`config.mk`:
```
export PLATFORM = sky130hd
export DESIGN_NAME = mux_select_sequencer_flat
export DESIGN_NICKNAME = d
export VERILOG_FILES = /design/src/rtl/mux_select_sequencer_if.sv /design/src/rtl/mux_select_sequencer.sv /design/src/flat_wrapper.sv
export SDC_FILE = /design/constraint.sdc
export NUM_CORES = 1
export LEC_CHECK = 0
export ABC_AREA = 0
export CORE_MARGIN = 2
export CORE_UTILIZATION = 48
export CTS_BUF_LIST = sky130_fd_sc_hd__clkbuf_8
export DETAILED_ROUTE_END_ITERATION = 8
export PLACE_DENSITY = 0.71
export SETUP_SLACK_MARGIN = 0.05
export SYNTH_ARGS = -nofsm -noshare
export SYNTH_HDL_FRONTEND = slang
export SYNTH_SLANG_ARGS = --single-unit
```
`constraint.sdc`:
```
create_clock -name clk -period 3.6 [get_ports clk]
set_clock_uncertainty 0.2 [all_clocks]
set_input_delay 0.36 -clock clk [delete_from_list [all_inputs] [get_ports clk]]
set_output_delay 0.36 -clock clk [all_outputs]
set_load 0.02 [all_outputs]
```
`src/rtl/mux_select_sequencer_if.sv`:
```
// rtl/mux_select_sequencer_if.sv - control and select bundle between bring-up logic and the HEX character mux sequencer
//
// Purpose : groups the sequencer's mode/step/load controls and its select/pulse outputs.
// Modports:
//   master : drives run, dir, step, load, load_sel; observes S0..S2, tick, wrap
//   slave  : the sequencer itself (mux_select_sequencer)
// Signals :
//   run       1 = auto-advance on prescaler tick, 0 = paused
//   dir       0 = forward 0->4, 1 = backward 4->0
//   step      level single-step request, acts on rising edge while paused
//   load      synchronous load of load_sel, highest priority
//   load_sel  3-bit load value, 5..7 load 0
//   S0,S1,S2  registered select code (S2 = MSB)
//   tick      one-cycle pulse on an auto-advance
//   wrap      one-cycle pulse when an advance wraps 4->0 or 0->4

interface mux_select_sequencer_if;
    logic       run;
    logic       dir;
    logic       step;
    logic       load;
    logic [2:0] load_sel;
    logic       S0;
    logic       S1;
    logic       S2;
    logic       tick;
    logic       wrap;

    modport master (
        output run,
        output dir,
        output step,
        output load,
        output load_sel,
        input  S0,
        input  S1,
        input  S2,
        input  tick,
        input  wrap
    );

    modport slave (
        input  run,
        input  dir,
        input  step,
        input  load,
        input  load_sel,
        output S0,
        output S1,
        output S2,
        output tick,
        output wrap
    );
endinterface

```
`src/rtl/mux_select_sequencer.sv`:
```
// rtl/mux_select_sequencer.sv - 0..4 select code generator for the 5-to-1 HEX character mux
//
// Purpose : rotates a 3-bit select through 0..4 at a prescaled rate (RUNNING) or holds it
//           (PAUSED) with single-step and direct-load controls for board bring-up.
// Ports   :
//   clk      system clock, rising edge
//   reset_n  asynchronous active-low reset
//   bus      mux_select_sequencer_if.slave (run, dir, step, load, load_sel in;
//            S0, S1, S2, tick, wrap out, all outputs registered)
// Parameters:
//   TICK_DIV clock cycles per automatic advance (2 .. 2^26)
//   NUM_SEL  number of select codes, fixed at 5

module mux_select_sequencer #(
    parameter int TICK_DIV = 50000000,
    parameter int NUM_SEL  = 5
) (
    input  logic                    clk,
    input  logic                    reset_n,
    mux_select_sequencer_if.slave   bus
);

    localparam int          CNT_W    = (TICK_DIV > 2) ? $clog2(TICK_DIV) : 1;
    localparam logic [CNT_W-1:0] CNT_LAST = CNT_W'(TICK_DIV - 1);
    localparam logic [2:0]  SEL_LAST = 3'(NUM_SEL - 1);

    logic [2:0]       sel;
    logic [CNT_W-1:0] pcnt;
    logic             step_q;
    logic             tick_r;
    logic             wrap_r;

    logic             step_edge;
    logic             adv_wraps;
    logic [2:0]       sel_next;
    logic [2:0]       sel_load;

    assign step_edge = bus.step & ~step_q;

    // One position forward or backward, wrapping within 0..SEL_LAST.
    always_comb begin
        sel_next  = sel;
        adv_wraps = 1'b0;
        if (!bus.dir) begin
            if (sel >= SEL_LAST) begin
                sel_next  = 3'd0;
                adv_wraps = 1'b1;
            end else begin
                sel_next  = sel + 3'd1;
            end
        end else begin
            if (sel == 3'd0) begin
                sel_next  = SEL_LAST;
                adv_wraps = 1'b1;
            end else begin
                sel_next  = sel - 3'd1;
            end
        end
    end

    // Out-of-range load values collapse to 0 so sel never leaves 0..4.
    assign sel_load = (bus.load_sel > SEL_LAST) ? 3'd0 : bus.load_sel;

    always_ff @(posedge clk or negedge reset_n) begin
        if (!reset_n) begin
            sel    <= 3'd0;
            pcnt   <= '0;
            step_q <= 1'b0;
            tick_r <= 1'b0;
            wrap_r <= 1'b0;
        end else begin
            step_q <= bus.step;
            if (bus.load) begin
                // Load wins over a coincident tick or step; that advance is dropped.
                sel    <= sel_load;
                pcnt   <= '0;
                tick_r <= 1'b0;
                wrap_r <= 1'b0;
            end else if (bus.run) begin
                if (pcnt == CNT_LAST) begin
                    pcnt   <= '0;
                    sel    <= sel_next;
                    tick_r <= 1'b1;
                    wrap_r <= adv_wraps;
                end else begin
                    pcnt   <= pcnt + CNT_W'(1);
                    tick_r <= 1'b0;
                    wrap_r <= 1'b0;
                end
            end else begin
                // Paused: pcnt holds so the scroll phase resumes where it left off.
                tick_r <= 1'b0;
                if (step_edge) begin
                    sel    <= sel_next;
                    wrap_r <= adv_wraps;
                end else begin
                    wrap_r <= 1'b0;
                end
            end
        end
    end

    assign bus.S0   = sel[0];
    assign bus.S1   = sel[1];
    assign bus.S2   = sel[2];
    assign bus.tick = tick_r;
    assign bus.wrap = wrap_r;

endmodule

```
`src/flat_wrapper.sv`:
```
// flat-port wrapper written by rule: the top's interface ports become plain ports
module mux_select_sequencer_flat 
#(
    parameter int TICK_DIV = 50000000,
    parameter int NUM_SEL  = 5
)
  (clk, reset_n, bus_run, bus_dir, bus_step, bus_load, bus_load_sel, bus_S0, bus_S1, bus_S2, bus_tick, bus_wrap);
  mux_select_sequencer_if bus_i ();
  input  logic clk;
  input  logic reset_n;
  input wire logic [$bits(bus_i.run)-1:0] bus_run;
  input wire logic [$bits(bus_i.dir)-1:0] bus_dir;
  input wire logic [$bits(bus_i.step)-1:0] bus_step;
  input wire logic [$bits(bus_i.load)-1:0] bus_load;
  input wire logic [$bits(bus_i.load_sel)-1:0] bus_load_sel;
  output wire logic [$bits(bus_i.S0)-1:0] bus_S0;
  output wire logic [$bits(bus_i.S1)-1:0] bus_S1;
  output wire logic [$bits(bus_i.S2)-1:0] bus_S2;
  output wire logic [$bits(bus_i.tick)-1:0] bus_tick;
  output wire logic [$bits(bus_i.wrap)-1:0] bus_wrap;
  assign bus_i.run = bus_run;
  assign bus_i.dir = bus_dir;
  assign bus_i.step = bus_step;
  assign bus_i.load = bus_load;
  assign bus_i.load_sel = bus_load_sel;
  assign bus_S0 = bus_i.S0;
  assign bus_S1 = bus_i.S1;
  assign bus_S2 = bus_i.S2;
  assign bus_tick = bus_i.tick;
  assign bus_wrap = bus_i.wrap;
  mux_select_sequencer #(.TICK_DIV(TICK_DIV), .NUM_SEL(NUM_SEL)) u_core (.clk(clk), .reset_n(reset_n), .bus(bus_i));
endmodule
```
==> results of run 1 <==
==> Yosys cell counts, types with 8 or more instances <==
cell / count / area [µm²]
inv_1: 10 / 37.5
nand4_1: 11 / 68.8
a31oi_1: 8 / 50.1
nand3_1: 13 / 65.1
a21oi_1: 15 / 75.1
dfrtp_1: 32 / 801
nor2_1: 19 / 71.3
nand2_1: 20 / 75.1
==> metal layers <==
| layer | up-vias | wire length (µm) | part of all wire [%] | GRT usage (%) |
|---|---|---|---|---|
| met5 | - | 0 | 0 | 0 |
| met4 | 0 | 92 | 2.0 | 10.0 |
| met3 | 10 | 298 | 6.4 | 5.10 |
| met2 | 77 | 2090 | 45 | 34.7 |
| met1 | 850 | 2180 | 47 | 31.1 |
| li1 | 862 | - | - | - |
==> worst max-delay path by stage <==
stage	to	cells past startpoint
detailed placement	u_core.pcnt[19]	7
global route	u_core.sel[0]	5
floorplan	u_core.pcnt[9]	5
finish	u_core.sel[1]	5
CTS	u_core.sel[1]	5
global placement	u_core.pcnt[19]	7
==> power by group <==
group	switching [W]	total (W)	internal [W]	leakage (nW)
Sequential	0.0000116	0.000381	0.000370	0.440
Combinational	0.0000688	0.000123	0.0000537	0.377
Clock	0.000127	0.000251	0.000124	0.0359
==> per-stage QoR <==
stage                     total power [W]  utilization (%)  instances  worst slack [ps]
after detailed placement         0.000511             54.4        281              1060
after global routing             0.000790             56.1        286              1050
after floorplan                  0.000460                -        222              1450
after CTS                        0.000758             56.1        286              1180
after global placement           0.000510             54.4        281              1110
final                            0.000755             56.1        286              1180
==> flip-flops by register name, summed over array words and instances (netlist names) <==
signal,flops
u_core.bus.wrap,1
u_core.pcnt,26
u_core.step_q,1
u_core.sel,3
u_core.bus.tick,1
==> cell families after synthesis <==
family / share of synthesized area, %
buffers and inverters: 3.69
muxes: 2.61
and+or+nand+nor: 32.3
AOI/OAI and AO/OA: 14.9
DFF: 40.7
xor gates and xnor gates: 2.67
adders and majority gates: 3.18
==> area by class of cell <==
cell class	count	area [µm²]	share of cell area, %
multi-input combinational	171	1090	49.1
sequential	32	801	35.9
timing repair buffer	17	160	7.19
clock buffer	5	68.8	3.09
tap	50	62.6	2.81
inverter	11	41.3	1.85
==> flow_metrics.env, run 1 <==
export IMPL_status="completed"
export IMPL_critPathCaptureType="register"
export IMPL_leakage_nw=0.853
export IMPL_clock_root_buffer="clkbuf_8"
export IMPL_final_common_cell="dfrtp_1"
export IMPL_grt_overflow_total=0
export IMPL_timing_rr_end="u_core.sel[1]"
export IMPL_syn_area_um2=1970
export IMPL_die_area_um2=4630
export IMPL_grt_usage_pct=22.8
export IMPL_final_antenna_net_count=0
export IMPL_cts_buffers=5
export IMPL_critPathLaunch="u_core.pcnt[16]"
export IMPL_cp_required_ps=3600
export IMPL_rsz0062_at_grt="false"
export IMPL_fill_cells=367
export IMPL_arrival_ps=2420
export IMPL_diodes=0
export IMPL_place_congestion=0.931
export IMPL_ir_drop_v=0.000198
export IMPL_syn_nets=236
export IMPL_syn2layout_area_growth_pct=13.2
export IMPL_seq_area_frac_synth_pct=40.7
export IMPL_ys_ff_latch=32
export IMPL_pin_count=14
export IMPL_dr_pass1_iters=5
export IMPL_core_area_um2=3970
export IMPL_r2r_slack_ps=1180
export IMPL_hold_violations=0
export IMPL_portBuffers=13
export IMPL_synth_warnings=0
export IMPL_wl_um=4660
export IMPL_path_buf_inv=0
export IMPL_antenna_found_initial=0
export IMPL_drv_slew=0
export IMPL_routed_via_density=6.29
export IMPL_critical_path_class="register to register"
export IMPL_async_flop_share_pct=100
export IMPL_vias=1799
export IMPL_clk_pin_slew_ps=70
export IMPL_drt_iter0_markers=271
export IMPL_clock_sinks=32
export IMPL_min_delay_path_class="primary input to async pin"
export IMPL_drive_gt1_share_pct=8.90
export IMPL_die_h_um=68.0
export IMPL_syn_area_per_cell_um2=8.87
export IMPL_cts_buffer_depth=2
export IMPL_wl_per_cell_um=16.3
export IMPL_htreeDepth=2
export IMPL_synth_edf_count=0
export IMPL_rr_worst_depth=5
export IMPL_dieWidth_um=68.0
export IMPL_cts_tree="built"
export IMPL_nets=252
export IMPL_rr_startpoint="u_core.pcnt[16]"
export IMPL_ctsHoldBuffers=0
export IMPL_grt_max_degree=33
export IMPL_post_route_min_period_ps=2420
export IMPL_slowest_delay_ps=580
export IMPL_ys_flop_type="dfrtp_1"
export IMPL_clk_latency_ps=280
export IMPL_syn_inst=222
export IMPL_grt_pass1_vias=1702
export IMPL_setup_tns_ps=0
export IMPL_power_density_cell_area_nw_per_um2=339
export IMPL_max_slew_worst_pin_slew_ps=561
export IMPL_crit_family="simple AND/OR/NAND/NOR gates"
export IMPL_layout_common_cells="32 x dfrtp_1, 20 x nand2_1, 19 x nor2_1"
export IMPL_drc=0
export IMPL_crit_chain="or4b_4, nor4_4, nand2_2, o21ai_4, mux2i_1"
export IMPL_start_kind="register"
export IMPL_placed_area_um2=2160
export IMPL_cp_max_fo=10
export IMPL_core_rowCount=23
export IMPL_cts_resized=0
export IMPL_initial_core_util_pct=49.6
export IMPL_finalCritPeriodShare_pct=67.2
export IMPL_fmax_mhz=413
export IMPL_finalInstanceArea_um2=2230
export IMPL_hold_slack_ps=273
export IMPL_cap_violations=0
export IMPL_dp_hpwl_um=3280
export IMPL_cts_setup_buffers=0
export IMPL_grt_pass1_wl_um=7870
export IMPL_yosysUniqueCellTypes=48
export IMPL_slowest_stage="or4b_4"
export IMPL_finalSetupViolCount=0
export IMPL_timing_slew_headroom_pct=62.2
Note: power is estimated with default switching activity, not from simulation.
==> run 2, diff against run 1 <==
==> constraint.sdc (replaced) <==
create_clock -name clk -period 2.5 [get_ports clk]
set_clock_uncertainty 0.2 [all_clocks]
set_input_delay 0.25 -clock clk [delete_from_list [all_inputs] [get_ports clk]]
set_output_delay 0.25 -clock clk [all_outputs]
set_load 0.02 [all_outputs]
==> run 2 against run 1 <==
Net effect:
- sequential cell count is the same
- cell area grew 4.7%
- sequential power grew 45%
- worst setup slack lost 980 ps
- global-route usage grew 0.54 points
- die area is the same
- non-clock buffer count grew 9
- largest cell class unchanged
- via count grew 1.1%
- core utilization grew 2.6 points
- critical path depth is the same
- sequential share of layout area shrank 1.6 points
- routed wire length grew 3.9%
==> flow_metrics.env, run 2 (same netlist as run 1, synthesis figures left out) <==
export IMPL_routed_via_density=6.10
export IMPL_timing_rr_end="u_core.sel[1]"
export IMPL_r2r_slack_ps=200
export IMPL_fill_cells=360
export IMPL_grt_usage_pct=23.4
export IMPL_wl_per_cell_um=16.2
export IMPL_leakage_nw=0.921
export IMPL_critPathCapture="u_core.sel[1]"
export IMPL_dp_hpwl_um=3420
export IMPL_vias=1818
export IMPL_ir_drop_v=0.000281
export IMPL_pin_count=14
export IMPL_initial_core_util_pct=49.6
export IMPL_ctsHoldBuffers=0
export IMPL_start_kind="register"
export IMPL_seq_area_um2=801
export IMPL_clk_pin_slew_ps=70
export IMPL_power_density_cell_area_nw_per_um2=494
export IMPL_dieWidth_um=68.0
export IMPL_portBuffers=13
export IMPL_reg_top3="u_core.pcnt x26, u_core.sel x3"
export IMPL_cts_tree="built"
export IMPL_min_delay_path_class="primary input to async pin"
export IMPL_max_slew_worst_pin_slew_ps=540
export IMPL_cp_required_ps=2520
export IMPL_top_register="u_core.pcnt"
export IMPL_finalSetupViolCount=0
export IMPL_status="completed"
export IMPL_critical_path_class="register to register"
export IMPL_rsz0062_at_grt="false"
export IMPL_critPathCaptureType="register"
export IMPL_place_congestion=0.902
export IMPL_final_common_cell="dfrtp_1"
export IMPL_rr_startpoint="u_core.pcnt[11]"
export IMPL_final_core_util_pct=58.7
export IMPL_arrival_ps=2310
export IMPL_fmax_mhz=435
export IMPL_core_rowCount=23
export IMPL_drv_slew=0
export IMPL_grt_max_degree=38
export IMPL_setup_tns_ps=0
export IMPL_layout_common_cells="32 x dfrtp_1, 20 x nand2_1, 19 x nor2_1"
export IMPL_cts_buffer_depth=2
export IMPL_hold_slack_ps=150
export IMPL_die_h_um=68.0
export IMPL_drive_gt1_share_pct=13.3
export IMPL_diodes=0
export IMPL_core_area_um2=3970
export IMPL_worst_slack_ps=201
export IMPL_clock_sinks=32
export IMPL_cp_max_fo=10
export IMPL_rr_worst_depth=5
export IMPL_pre_cts_ws_ps=197
export IMPL_post_route_min_period_ps=2300
export IMPL_antenna_found_initial=0
export IMPL_drt_iter0_markers=183
export IMPL_grt_pass1_wl_um=7950
export IMPL_dr_pass1_iters=4
export IMPL_die_area_um2=4630
export IMPL_largest_reg_flops=26
export IMPL_clk_latency_ps=300
export IMPL_cts_setup_buffers=0
export IMPL_cts_resized=0
export IMPL_p_total_w=0.00115
export IMPL_multi_input_area_um2=1090
export IMPL_finalCritPeriodShare_pct=92.0
export IMPL_wl_um=4840
export IMPL_final_antenna_net_count=0
export IMPL_syn2layout_area_growth_pct=18.5
export IMPL_nets=261
export IMPL_timing_slew_headroom_pct=64.0
export IMPL_cts_buffers=5
export IMPL_grt_overflow_total=0
export IMPL_cap_violations=0
export IMPL_grt_pass1_vias=1676
export IMPL_hold_violations=0
export IMPL_clock_root_buffer="clkbuf_8"
export IMPL_htreeDepth=2
export IMPL_critPathLaunch="u_core.pcnt[11]"
export IMPL_drc=0
[run 2: cell count changes in the layout (fill, tap and decap cells not counted), sizes merged]
| cell | change |
|---|---|
| clkinv | +2 |
| clkbuf | +1 |
| buf | +9 |
[run 2: worst min path at each step]
stage / start / end / slack (ps) / cells after the start
final: reset_n / u_core.bus.tick / 150 / 2
after CTS: reset_n / u_core.bus.tick / 170 / 2
after detailed placement: u_core.pcnt[22] / u_core.pcnt[22] / 320 / 1
after global routing: reset_n / u_core.pcnt[1] / 200 / 2
after global placement: u_core.pcnt[22] / u_core.pcnt[22] / 310 / 1
after floorplan: reset_n / u_core.bus.tick / -250 / 0
[run 2: power by group]
part / switching, W / internal (W)
clock network: 0.000200 / 0.000219
registers: 0.0000194 / 0.000532
logic: 0.000101 / 0.0000807
total: 0.000320 / 0.000832
[run 2: final cells by class]
class	instances	area share [%]
repair buffers	26	10.3
inverters	11	1.77
multi-input cells	171	46.9
clock buffers	6	3.54
well taps	50	2.68
flip-flops and latches	32	34.3
clock inverters	2	0.429
[run 2: per-stage QoR]
stage	std cells	cell area, µm²
6_report	298	2330
5_1_grt	298	2330
4_1_cts	298	2330
3_5_place_dp	290	2240
3_3_place_gp	290	2240
2_1_floorplan	222	1970
[run 2: per-layer routing]
metal,global-route usage [%],routed length [µm],vias up
met2,38.0,2280,46
met1,29.9,2230,885
li1,-,-,879
met4,9.00,91,0
met3,5.59,239,8
met5,0,0,-
[run 2: critical path: stages (launching register included)]
cell	delay (ps)
dfrtp_1	430
or4b_4	540
nor4_4	350
nand2_2	240
o21ai_4	240
mux2i_1	210
